**src/rtl/mem_arb_pkg.sv**
```systemverilog
// Shared definitions for the two-port memory arbiter: FSM encoding, requester ids
// and default memory geometry.
package mem_arb_pkg;

    localparam int MEM_ARB_DEPTH_DEFAULT = 64;
    localparam int MEM_ARB_WIDTH_DEFAULT = 32;

    localparam logic REQ_ID_MEM    = 1'b0;
    localparam logic REQ_ID_LOADER = 1'b1;

    typedef enum logic [1:0] {
        ST_IDLE  = 2'b00,
        ST_ISSUE = 2'b01,
        ST_RESP  = 2'b10
    } arb_state_e;

    function automatic logic onehot_to_id(input logic [1:0] grant);
        logic id;
        if (grant[1]) begin
            id = REQ_ID_LOADER;
        end else begin
            id = REQ_ID_MEM;
        end
        return id;
    endfunction

endpackage

```
**src/rtl/mem_arb_select.sv**
```systemverilog
// Winner selection for two requesters: ptr names the requester that wins a tie.
module mem_arb_select
    import mem_arb_pkg::*;
(
    input  logic       req0,
    input  logic       req1,
    input  logic       ptr,
    output logic [1:0] grant
);

    // One-hot grant: a lone requester always wins, a tie goes to ptr.
    always_comb begin
        grant = 2'b00;
        if (req0 && req1) begin
            if (ptr == REQ_ID_LOADER) begin
                grant = 2'b10;
            end else begin
                grant = 2'b01;
            end
        end else if (req0) begin
            grant = 2'b01;
        end else if (req1) begin
            grant = 2'b10;
        end else begin
            grant = 2'b00;
        end
    end

endmodule

```
**src/rtl/mem_port_arbiter.sv**
```systemverilog
// Two-requester arbiter in front of a single-port data memory (one access per two cycles).
// Define MEM_ARB_ROUND_ROBIN_EN for round-robin tie-breaking; the default build uses fixed priority.
module mem_port_arbiter
    import mem_arb_pkg::*;
#(
    parameter int DEPTH = MEM_ARB_DEPTH_DEFAULT,
    parameter int WIDTH = MEM_ARB_WIDTH_DEFAULT
) (
    input  logic             clock,
    input  logic             reset,

    input  logic             req0,
    input  logic             we0,
    input  logic [WIDTH-1:0] addr0,
    input  logic [WIDTH-1:0] wdata0,
    output logic             gnt0,
    output logic             rvalid0,
    output logic [WIDTH-1:0] rdata0,
    output logic             err0,

    input  logic             req1,
    input  logic             we1,
    input  logic [WIDTH-1:0] addr1,
    input  logic [WIDTH-1:0] wdata1,
    output logic             gnt1,
    output logic             rvalid1,
    output logic [WIDTH-1:0] rdata1,
    output logic             err1,

    output logic [WIDTH-1:0] address,
    output logic [WIDTH-1:0] write_data,
    output logic             ctrl_mem_read,
    output logic             ctrl_mem_write,
    input  logic [WIDTH-1:0] read_data
);

    localparam logic [WIDTH-1:0] DEPTH_W = WIDTH'(DEPTH);

    arb_state_e       state_r;
    arb_state_e       state_nxt_s;
    logic             any_req_s;
    logic             arb_s;
    logic             issue_s;
    logic [1:0]       grant_s;
    logic             ptr_s;
    logic             win_id_s;
    logic             sel_we_s;
    logic [WIDTH-1:0] sel_addr_s;
    logic [WIDTH-1:0] sel_wdata_s;
    logic             sel_oor_s;

    logic             id_r;
    logic             we_r;
    logic             oor_r;
    logic [WIDTH-1:0] addr_r;
    logic [WIDTH-1:0] wdata_r;

    logic             gnt0_r;
    logic             gnt1_r;
    logic             mem_rd_r;
    logic             mem_wr_r;
    logic             rvalid0_r;
    logic             rvalid1_r;
    logic             err0_r;
    logic             err1_r;
    logic [WIDTH-1:0] rdata0_r;
    logic [WIDTH-1:0] rdata1_r;

    // Reads update rdata, writes keep it, out-of-range accesses clear it.
    function automatic logic [WIDTH-1:0] next_rdata(
        input logic             hit,
        input logic             oor,
        input logic             we,
        input logic [WIDTH-1:0] mem_val,
        input logic [WIDTH-1:0] cur_val
    );
        logic [WIDTH-1:0] val;
        if (!hit) begin
            val = cur_val;
        end else if (oor) begin
            val = {WIDTH{1'b0}};
        end else if (we) begin
            val = cur_val;
        end else begin
            val = mem_val;
        end
        return val;
    endfunction

    assign any_req_s = req0 | req1;

`ifdef MEM_ARB_ROUND_ROBIN_EN
    logic ptr_r;

    // Tie-break pointer: after a grant the other requester is preferred.
    always_ff @(posedge clock or negedge reset) begin
        if (!reset) begin
            ptr_r <= REQ_ID_MEM;
        end else if (arb_s) begin
            ptr_r <= ~win_id_s;
        end else begin
            ptr_r <= ptr_r;
        end
    end

    assign ptr_s = ptr_r;
`else
    assign ptr_s = REQ_ID_MEM;
`endif

    mem_arb_select u_select (
        .req0  (req0),
        .req1  (req1),
        .ptr   (ptr_s),
        .grant (grant_s)
    );

    // FSM state register.
    always_ff @(posedge clock or negedge reset) begin
        if (!reset) begin
            state_r <= ST_IDLE;
        end else begin
            state_r <= state_nxt_s;
        end
    end

    // FSM next-state logic.
    always_comb begin
        state_nxt_s = ST_IDLE;
        case (state_r)
            ST_IDLE:  state_nxt_s = any_req_s ? ST_ISSUE : ST_IDLE;
            ST_ISSUE: state_nxt_s = ST_RESP;
            ST_RESP:  state_nxt_s = any_req_s ? ST_ISSUE : ST_IDLE;
            default:  state_nxt_s = ST_IDLE;
        endcase
    end

    // FSM decode: arb_s marks the edge that captures a winner, issue_s the memory cycle.
    always_comb begin
        arb_s   = 1'b0;
        issue_s = 1'b0;
        case (state_r)
            ST_IDLE: begin
                arb_s   = any_req_s;
                issue_s = 1'b0;
            end
            ST_ISSUE: begin
                arb_s   = 1'b0;
                issue_s = 1'b1;
            end
            ST_RESP: begin
                arb_s   = any_req_s;
                issue_s = 1'b0;
            end
            default: begin
                arb_s   = 1'b0;
                issue_s = 1'b0;
            end
        endcase
    end

    // Route the winning requester's fields toward the capture registers.
    always_comb begin
        win_id_s = onehot_to_id(grant_s);
        if (win_id_s == REQ_ID_LOADER) begin
            sel_we_s    = we1;
            sel_addr_s  = addr1;
            sel_wdata_s = wdata1;
        end else begin
            sel_we_s    = we0;
            sel_addr_s  = addr0;
            sel_wdata_s = wdata0;
        end
        sel_oor_s = (sel_addr_s >= DEPTH_W);
    end

    // Capture the winning access; these registers feed the memory port during ISSUE.
    always_ff @(posedge clock or negedge reset) begin
        if (!reset) begin
            id_r    <= REQ_ID_MEM;
            we_r    <= 1'b0;
            oor_r   <= 1'b0;
            addr_r  <= {WIDTH{1'b0}};
            wdata_r <= {WIDTH{1'b0}};
        end else if (arb_s) begin
            id_r    <= win_id_s;
            we_r    <= sel_we_s;
            oor_r   <= sel_oor_s;
            addr_r  <= sel_addr_s;
            wdata_r <= sel_wdata_s;
        end else begin
            id_r    <= id_r;
            we_r    <= we_r;
            oor_r   <= oor_r;
            addr_r  <= addr_r;
            wdata_r <= wdata_r;
        end
    end

    // Grant and memory strobes are high only for the ISSUE cycle; out-of-range never strobes.
    always_ff @(posedge clock or negedge reset) begin
        if (!reset) begin
            gnt0_r   <= 1'b0;
            gnt1_r   <= 1'b0;
            mem_rd_r <= 1'b0;
            mem_wr_r <= 1'b0;
        end else begin
            gnt0_r   <= arb_s && grant_s[0];
            gnt1_r   <= arb_s && grant_s[1];
            mem_rd_r <= arb_s && !sel_we_s && !sel_oor_s;
            mem_wr_r <= arb_s && sel_we_s && !sel_oor_s;
        end
    end

    // Response side: the RESP cycle reports the access that just left ISSUE.
    always_ff @(posedge clock or negedge reset) begin
        if (!reset) begin
            rvalid0_r <= 1'b0;
            rvalid1_r <= 1'b0;
            err0_r    <= 1'b0;
            err1_r    <= 1'b0;
            rdata0_r  <= {WIDTH{1'b0}};
            rdata1_r  <= {WIDTH{1'b0}};
        end else begin
            rvalid0_r <= issue_s && (id_r == REQ_ID_MEM);
            rvalid1_r <= issue_s && (id_r == REQ_ID_LOADER);
            err0_r    <= issue_s && (id_r == REQ_ID_MEM) && oor_r;
            err1_r    <= issue_s && (id_r == REQ_ID_LOADER) && oor_r;
            rdata0_r  <= next_rdata(issue_s && (id_r == REQ_ID_MEM), oor_r, we_r,
                                    read_data, rdata0_r);
            rdata1_r  <= next_rdata(issue_s && (id_r == REQ_ID_LOADER), oor_r, we_r,
                                    read_data, rdata1_r);
        end
    end

    assign gnt0           = gnt0_r;
    assign gnt1           = gnt1_r;
    assign rvalid0        = rvalid0_r;
    assign rvalid1        = rvalid1_r;
    assign err0           = err0_r;
    assign err1           = err1_r;
    assign rdata0         = rdata0_r;
    assign rdata1         = rdata1_r;
    assign address        = addr_r;
    assign write_data     = wdata_r;
    assign ctrl_mem_read  = mem_rd_r;
    assign ctrl_mem_write = mem_wr_r;

endmodule

```
**config.mk**
```make
export PLATFORM = sky130hd
export DESIGN_NAME = mem_port_arbiter
export DESIGN_NICKNAME = d
export VERILOG_FILES = /design/src/rtl/mem_arb_pkg.sv /design/src/rtl/mem_arb_select.sv /design/src/rtl/mem_port_arbiter.sv
export SDC_FILE = /design/constraint.sdc
export NUM_CORES = 1
export LEC_CHECK = 0
export CORE_MARGIN = 4
export CORE_UTILIZATION = 35
export DETAILED_ROUTE_END_ITERATION = 10
export GPL_ROUTABILITY_DRIVEN = 0
export PLACE_DENSITY = 0.74
export REMOVE_ABC_BUFFERS = 1
export SLEW_MARGIN = 10
export SYNTH_ARGS = -nofsm -noshare
export SYNTH_HDL_FRONTEND = slang
export SYNTH_SLANG_ARGS = --single-unit
```
**constraint.sdc**
```tcl
create_clock -name clock -period 1.2 [get_ports clock]
set_input_delay 0.24 -clock clock [delete_from_list [all_inputs] [get_ports clock]]
set_output_delay 0.24 -clock clock [all_outputs]
set_load 0.005 [all_outputs]
```
==> run summary, run 1 <==
Critical path depth in cells -> 6
Max Buffers Root-to-Sink -> 2
Crit path DAT -> 1.62 ns
Final nets -> 1167
CP cell instances -> dlygate4sd2_1 > nor4_2 > buf_4 > nand4_1 > o22a_1 > o22a_1
Mapped cell area -> 5894 sq um
Crit end category -> flop
Register area share after synthesis -> 59.86%
Worst hold start -> addr1[19]
Share of cells above drive strength 1 -> 33.60%
Area share of the largest cell type after synthesis -> 59.86%
PD cells -> 1353 nW/um^2
Commonest cells in the netlist -> nand2_1 (159), dfrtp_1 (141), o21ai_0 (75)
Crit-path leading delay family -> compound AO/OA/AOI/OAI gates
Relative slew slack -> 73.47%
Post-synth ARST share -> 100.0%
First-pass GRT wire length -> 31330 microns
IO Pins -> 302
Clock power share -> 38.8%
Pwr Total -> 14.02 mW
Root Buffer Master -> clkbuf_16
Post-synthesis register bit count -> 141
CP Max Fanout -> 3
Internal -> 10.32 mW
Largest stage delay on the critical path -> 0.33 ns
Post-Route Utilization -> 62.69%
Worst-path clk slew -> 0.06 ns
DRC -> 0
DRT Wirelength -> 22240 microns
DP Wirelength -> 15110 microns
Port buffer count -> 301
Mean Syn Cell Area -> 9.695 sq um
CP startpoint -> addr1[24]
Die height -> 137.8 microns
Synthesis Warnings -> 0
Tcrit/Tclk final -> 110.6%
R2R setup slack -> -0.12 ns
Violated checks -> negative setup slack
Status -> finished, violations left
Via count -> 6079
Setup TNS -> -3.335 ns
Combinational power share -> 22.1%
Worst path bufs/invs -> 2
Fin. max-slew vios -> 0
Setup ws final -> -0.1269 ns
Maxcap violations -> 0
Die Area -> 18980 sq um
Initial Util -> 35.67%
R2R depth -> 5
GRT Resource Usage Total -> 21.35%
Most common cell in the netlist -> nand2_1
Worst supply voltage drop on vdd -> 0.9558 mV
Min Tclk post-route -> 1.327 ns
Drt via density -> 4.926
Unrepaired setup endpoints after global routing -> true
Cell Rows -> 47
Wirelength per Cell -> 18.03 microns
Switch Pwr -> 3.700 mW
Most used cell, CP -> o22a_1
Synth top area cells -> dfrtp_1 (60%), nand2_1 (10%), o21ai_0 (6.4%), a22oi_1 (4.8%), nand2b_1 (3.5%)
DR pass1 iterations -> 4
Post-synth EDFFs -> 0
CTS Sinks -> 141
TritonCTS clock tree -> yes
Top_reg_cell synth -> dfrtp_1
Vias in the first global route -> 5961
Initial antenna violation count -> 1
Worst Setup Path Type -> primary input to flop
Worst Hold Class -> primary input to flop
Crit-path slowest cell -> nor4_2
Iteration-0 DRC Markers -> 249
Htree depth -> 4
RR Startpoint -> state_r[0]
Switching Fraction -> 26.39%
Reg power frac -> 39.0%
GRT Residual Overflow -> 0
Die width -> 137.8 microns
Lkg Pwr -> 4.924 nW
Worst-Margin Slew -> 0.3979 ns
Area grow syn2layout -> 75.76%
Hold Crit Depth -> 3
Core Box Area -> 16520 sq um
Required time worst endpoint -> 1.49 ns
Final setup violation count -> 108
Worst Setup Start Kind -> primary input
Largest net degree at the start of global routing -> 52
DRT antenna net count -> 0
Final hold violations -> 0
Inserted Clock Buffers -> 17
Leading area contributor after synthesis -> dfrtp_1
Clock Skews -> 0.006346 ns
Skew-Pair Late Insertion Delay -> 0.42 ns
Synth Instances -> 608
Synth cell types -> 34
Highest Clock Rate -> 753.7 MHz
[tightest hold or removal path, stage by stage]
cell and delay [ns]:
dlymetal6s2s_1 0.14, nand2_1 0.06, a31oi_1 0.07
[logic make-up after synthesis]
family,after synthesis,share of synthesized area (%)
and+or+nand+nor,249,18.89
buffers and inverters,46,4.033
DFF,141,59.86
AOI/OAI and AO/OA,170,16.79
muxes,2,0.4245
[final timing paths]
| kind | to |
|---|---|
| max in group asynchronous | state_r[0] |
| worst max-delay path | oor_r |
| worst min-delay path | address[19] |
| worst min register to register | rdata1[23] |
| min in group asynchronous | rdata0[17] |
| worst max register to register | address[26] |
[final cells by class]
type	count	area (sq um)
Tap cell	220	275.3
Clock buffer	19	432.9
Multi-Input combinational cell	421	2452
Clock inverter	11	168.9
Antenna cell	2	5.005
Sequential cell	141	3530
Timing Repair Buffer	418	3476
Inverter	2	20.02
Fill cell	1361	6165
[power by group through the flow]
stage | Clock [mW] | Combinational (mW) | Sequential, mW
after global routing | 5.76 | 3.34 | 5.53
after floorplan | 0 | 0.651 | 5.59
after CTS | 5.53 | 2.67 | 5.46
after global placement | 0 | 2.88 | 5.53
final | 5.44 | 3.10 | 5.47
after detailed placement | 0 | 2.91 | 5.54
[flip-flops by register name, indices dropped and copies added (netlist names), 2 cells and up]
signal and count:
write_data 32, rdata1 32, address 32, state_r 2, rdata0 32
[layout by cell type, fill, tap and decap left out, types with 9 or more instances in the layout]
cell	netlist	final
nor2_2	0	9
clkdlybuf4s50_1	0	135
a31oi_1	25	17
buf_4	2	96
dfrtp_1	141	140
dlymetal6s2s_1	0	14
nand2_2	1	13
nand2_1	159	146
o21ai_0	75	43
dlygate4sd2_1	0	14
nand2b_1	33	32
clkbuf_16	0	20
buf_2	21	135
o21ai_1	28	59
nor2_1	29	18
buf_12	0	12
a22oi_1	38	38
[layer usage]
metal	vias to the layer above	routed length, microns	GRT usage, %
met5	-	0	0
met4	0	622	7.409
met2	285	11240	36.74
li1	2877	-	-
met3	45	1886	6.684
met1	2872	8493	25.20
[what timing repair did]
action                                  4_1_cts  5_1_grt
resized for setup                           598       78
hold endpoints to repair                     20        0
endpoints found under the setup margin      250      197
setup buffers                                28       33
hold buffers                                  1        0
pin swaps                                    25       22
cloned                                        2        3
[metrics by stage]
| step | instances | hold slack, ns | setup slack [ns] | cell area, sq um |
|---|---|---|---|---|
| finish | 1234 | 0.1374 | -0.1269 | 10360 |
| global route | 1233 | 0.1396 | -0.1521 | 10360 |
| CTS | 1197 | 0.2258 | -0.06998 | 9762 |
| detailed placement | 1137 | 0.1480 | -0.7119 | 9470 |
| global placement | 1137 | 0.1478 | -0.7456 | 9470 |
| floorplan | 564 | -0.05559 | -1.607 | 5665 |
No activity file was read; power rests on OpenSTA's default activity.
==> run 2, diff against run 1 <==
- CORE_UTILIZATION: 35 -> 36
- PLACE_DENSITY: 0.74 -> 0.76
==> run 2 against run 1 <==
Against the previous run: the run still ends with negative setup slack left; global-route usage is 0.36 points higher; non-clock buffer count decreased by 11; clock power up 9.4%; maximum frequency rose by 3.2%; clock skew increased by 0.0040 ns; worst setup slack gained 0.042 ns; largest cell class unchanged; highest routed layer unchanged.
==> run summary, run 2 (same netlist as run 1, synthesis figures left out) <==
Status -> finished, violations left
Violated checks -> negative setup slack
Root Buffer Master -> clkbuf_16
PD cells -> 1405 nW/um^2 (+3.8%)
Inserted Clock Buffers -> 17 (unchanged)
DP Wirelength -> 14720 microns (-2.6%)
Worst supply voltage drop on vdd -> 1.019 mV (+6.6%)
CP Max Fanout -> 7 (+4)
GRT Resource Usage Total -> 21.71% (+0.36 points)
Final setup violation count -> 84 (-22%)
Final hold violations -> 0 (unchanged)
Port buffer count -> 301 (unchanged)
Fin. max-slew vios -> 0 (unchanged)
Worst Setup Start Kind -> flop
Clock Skews -> 0.01039 ns (+0.004047 ns)
Share of cells above drive strength 1 -> 31.94% (-1.7 points)
Tcrit/Tclk final -> 107.1% (-3.5 points)
Die Area -> 18490 sq um (-2.6%)
Unrepaired setup endpoints after global routing -> true
Worst Hold Class -> primary input to flop
DRC -> 0 (unchanged)
Maxcap violations -> 0 (unchanged)
DP Worst Slack -> -0.7663 ns (-0.05442 ns)
Worst Setup Path Type -> flop to flop
Die height -> 136.0 microns (-1.3%)
Highest Clock Rate -> 778.1 MHz (+3.2%)
Worst-path clk slew -> 0.06 ns (about the same)
Initial Util -> 36.97% (+1.3 points)
First-pass GRT wire length -> 31230 microns (-0.31%)
Commonest non-fill, non-tap cells in the layout -> nand2_1 (154), dfrtp_1 (140), buf_2 (136), clkdlybuf4s50_1 (128), buf_4 (85)
Relative slew slack -> 73.57% (+0.098 points)
Die width -> 136.0 microns (-1.3%)
Area grow syn2layout -> 73.64%
Area of the multi-input gates -> 2318 sq um (-5.5%)
Crit end category -> flop
Core Box Area -> 15940 sq um (-3.5%)
Vias in the first global route -> 5881 (-1.3%)
Lkg Pwr -> 4.915 nW (-0.17%)
Min Tclk post-route -> 1.285 ns (-0.04160 ns)
Final Non-Filler Cells -> 1220 (-1.1%)
Worst hold slack -> 0.1273 ns (-0.01010 ns)
Required time worst endpoint -> 1.54 ns (+0.05 ns)
Crit path DAT -> 1.63 ns (about the same)
Drt via density -> 4.952 (+0.52%)
Cell Rows -> 46 (-2.1%)
DRT antenna net count -> 0 (unchanged)
TritonCTS clock tree -> yes
Wirelength per Cell -> 17.30 microns (-4.0%)
Iteration-0 DRC Markers -> 309 (+24%)
Worst-Margin Slew -> 0.3965 ns (-0.001467 ns)
Placed cells -> 1130 (-0.62%)
GRT Residual Overflow -> 0 (unchanged)
Fill cells -> 1309 (-3.8%)
Post-Route Utilization -> 64.20% (+1.5 points)
Pwr Total -> 14.38 mW (+2.6%)
Final nets -> 1156 (-0.94%)
DRT Wirelength -> 21110 microns (-5.1%)
DR pass1 iterations -> 5 (+1)
Most common cell after layout, fill and taps aside -> nand2_1
Initial antenna violation count -> 0 (-1)
Skew-Pair Late Insertion Delay -> 0.42 ns (about the same)
FF/Latch Area -> 3530 sq um (unchanged)
Via count -> 6041 (-0.63%)
Setup ws final -> -0.08526 ns (+0.04160 ns)
Max Buffers Root-to-Sink -> 2 (unchanged)
CTS Sinks -> 141 (unchanged)
Largest net degree at the start of global routing -> 39 (-25%)
IO Pins -> 302 (unchanged)
Htree depth -> 4 (unchanged)
[run 2: cell types whose count changed in the layout (fill, tap and decap cells not counted), sizes merged]
cell | previous run | this run
bufinv | 4 | 5
buf | 250 | 239
clkdlybuf4s50 | 135 | 128
dlygate4sd2 | 14 | 15
clkdlybuf4s15 | 1 | 3
dlymetal6s2s | 14 | 17
clkbuf | 22 | 26
clkinv | 6 | 3
[run 2: worst paths after layout]
path	start	endpoint	slack, ns	cells after the start
min reg2reg	rdata0[16]	rdata0[16]	0.47	2
max in group asynchronous	reset	write_data[27]	0.41	3
max	state_r[0]	address[18]	-0.09	5
max reg2reg	state_r[0]	address[18]	-0.09	5
min	addr1[17]	address[17]	0.13	3
min in group asynchronous	reset	rdata1[19]	0.30	2
[run 2: critical path, cell delays in order, from the launching register on]
cell and delay [ns]:
dfrtp_2 0.44, or2_4 0.30, clkinv_8 0.11, clkbuf_16 0.16
nor2_1 0.05, a31oi_1 0.14
[run 2: routing by layer]
layer | up-vias | routed length [microns] | track usage, %
met4 | 0 | 473 | 6.831
li1 | 2865 | - | -
met3 | 36 | 1791 | 6.847
met1 | 2872 | 8400 | 26.10
met5 | - | 0 | 0
met2 | 268 | 10440 | 37.22
[run 2: power by group]
part           internal (mW)  switching, mW  total (mW)
registers               5.21          0.239        5.45
logic                   1.59           1.38        2.98
clock network           3.96           1.99        5.95
[run 2: repair_timing]
item / in CTS / in global routing
hold endpoints to repair: 141 / 0
endpoints found under the setup margin: 270 / 182
pin swaps: 23 / 20
hold buffers: 1 / 0
buffers inserted: 27 / 24
gates resized for setup: 612 / 77
gates cloned: 3 / 3
[run 2: final cells by class]
cell class	instances	area share [%]
diodes	2	0.04890
clock buffers	22	4.829
clock inverters	9	1.760
inverters	2	0.1956
multi-input cells	421	22.65
flip-flops and latches	141	34.49
well taps	216	2.641
repair buffers	407	33.39
[run 2: metrics by stage]
step	setup TNS, ns	area [sq um]
3_5_place_dp	-43.63	9468
2_1_floorplan	-125.07	5665
4_1_cts	-2.426	9846
6_report	-2.031	10230
3_3_place_gp	-40.67	9468
5_1_grt	-9.655	10230
==> run 3, diff against run 2 <==
- SLEW_MARGIN: 10 -> 40
==> results of run 3 <==
Final layout, timing and power as in run 2 (identical DEF).
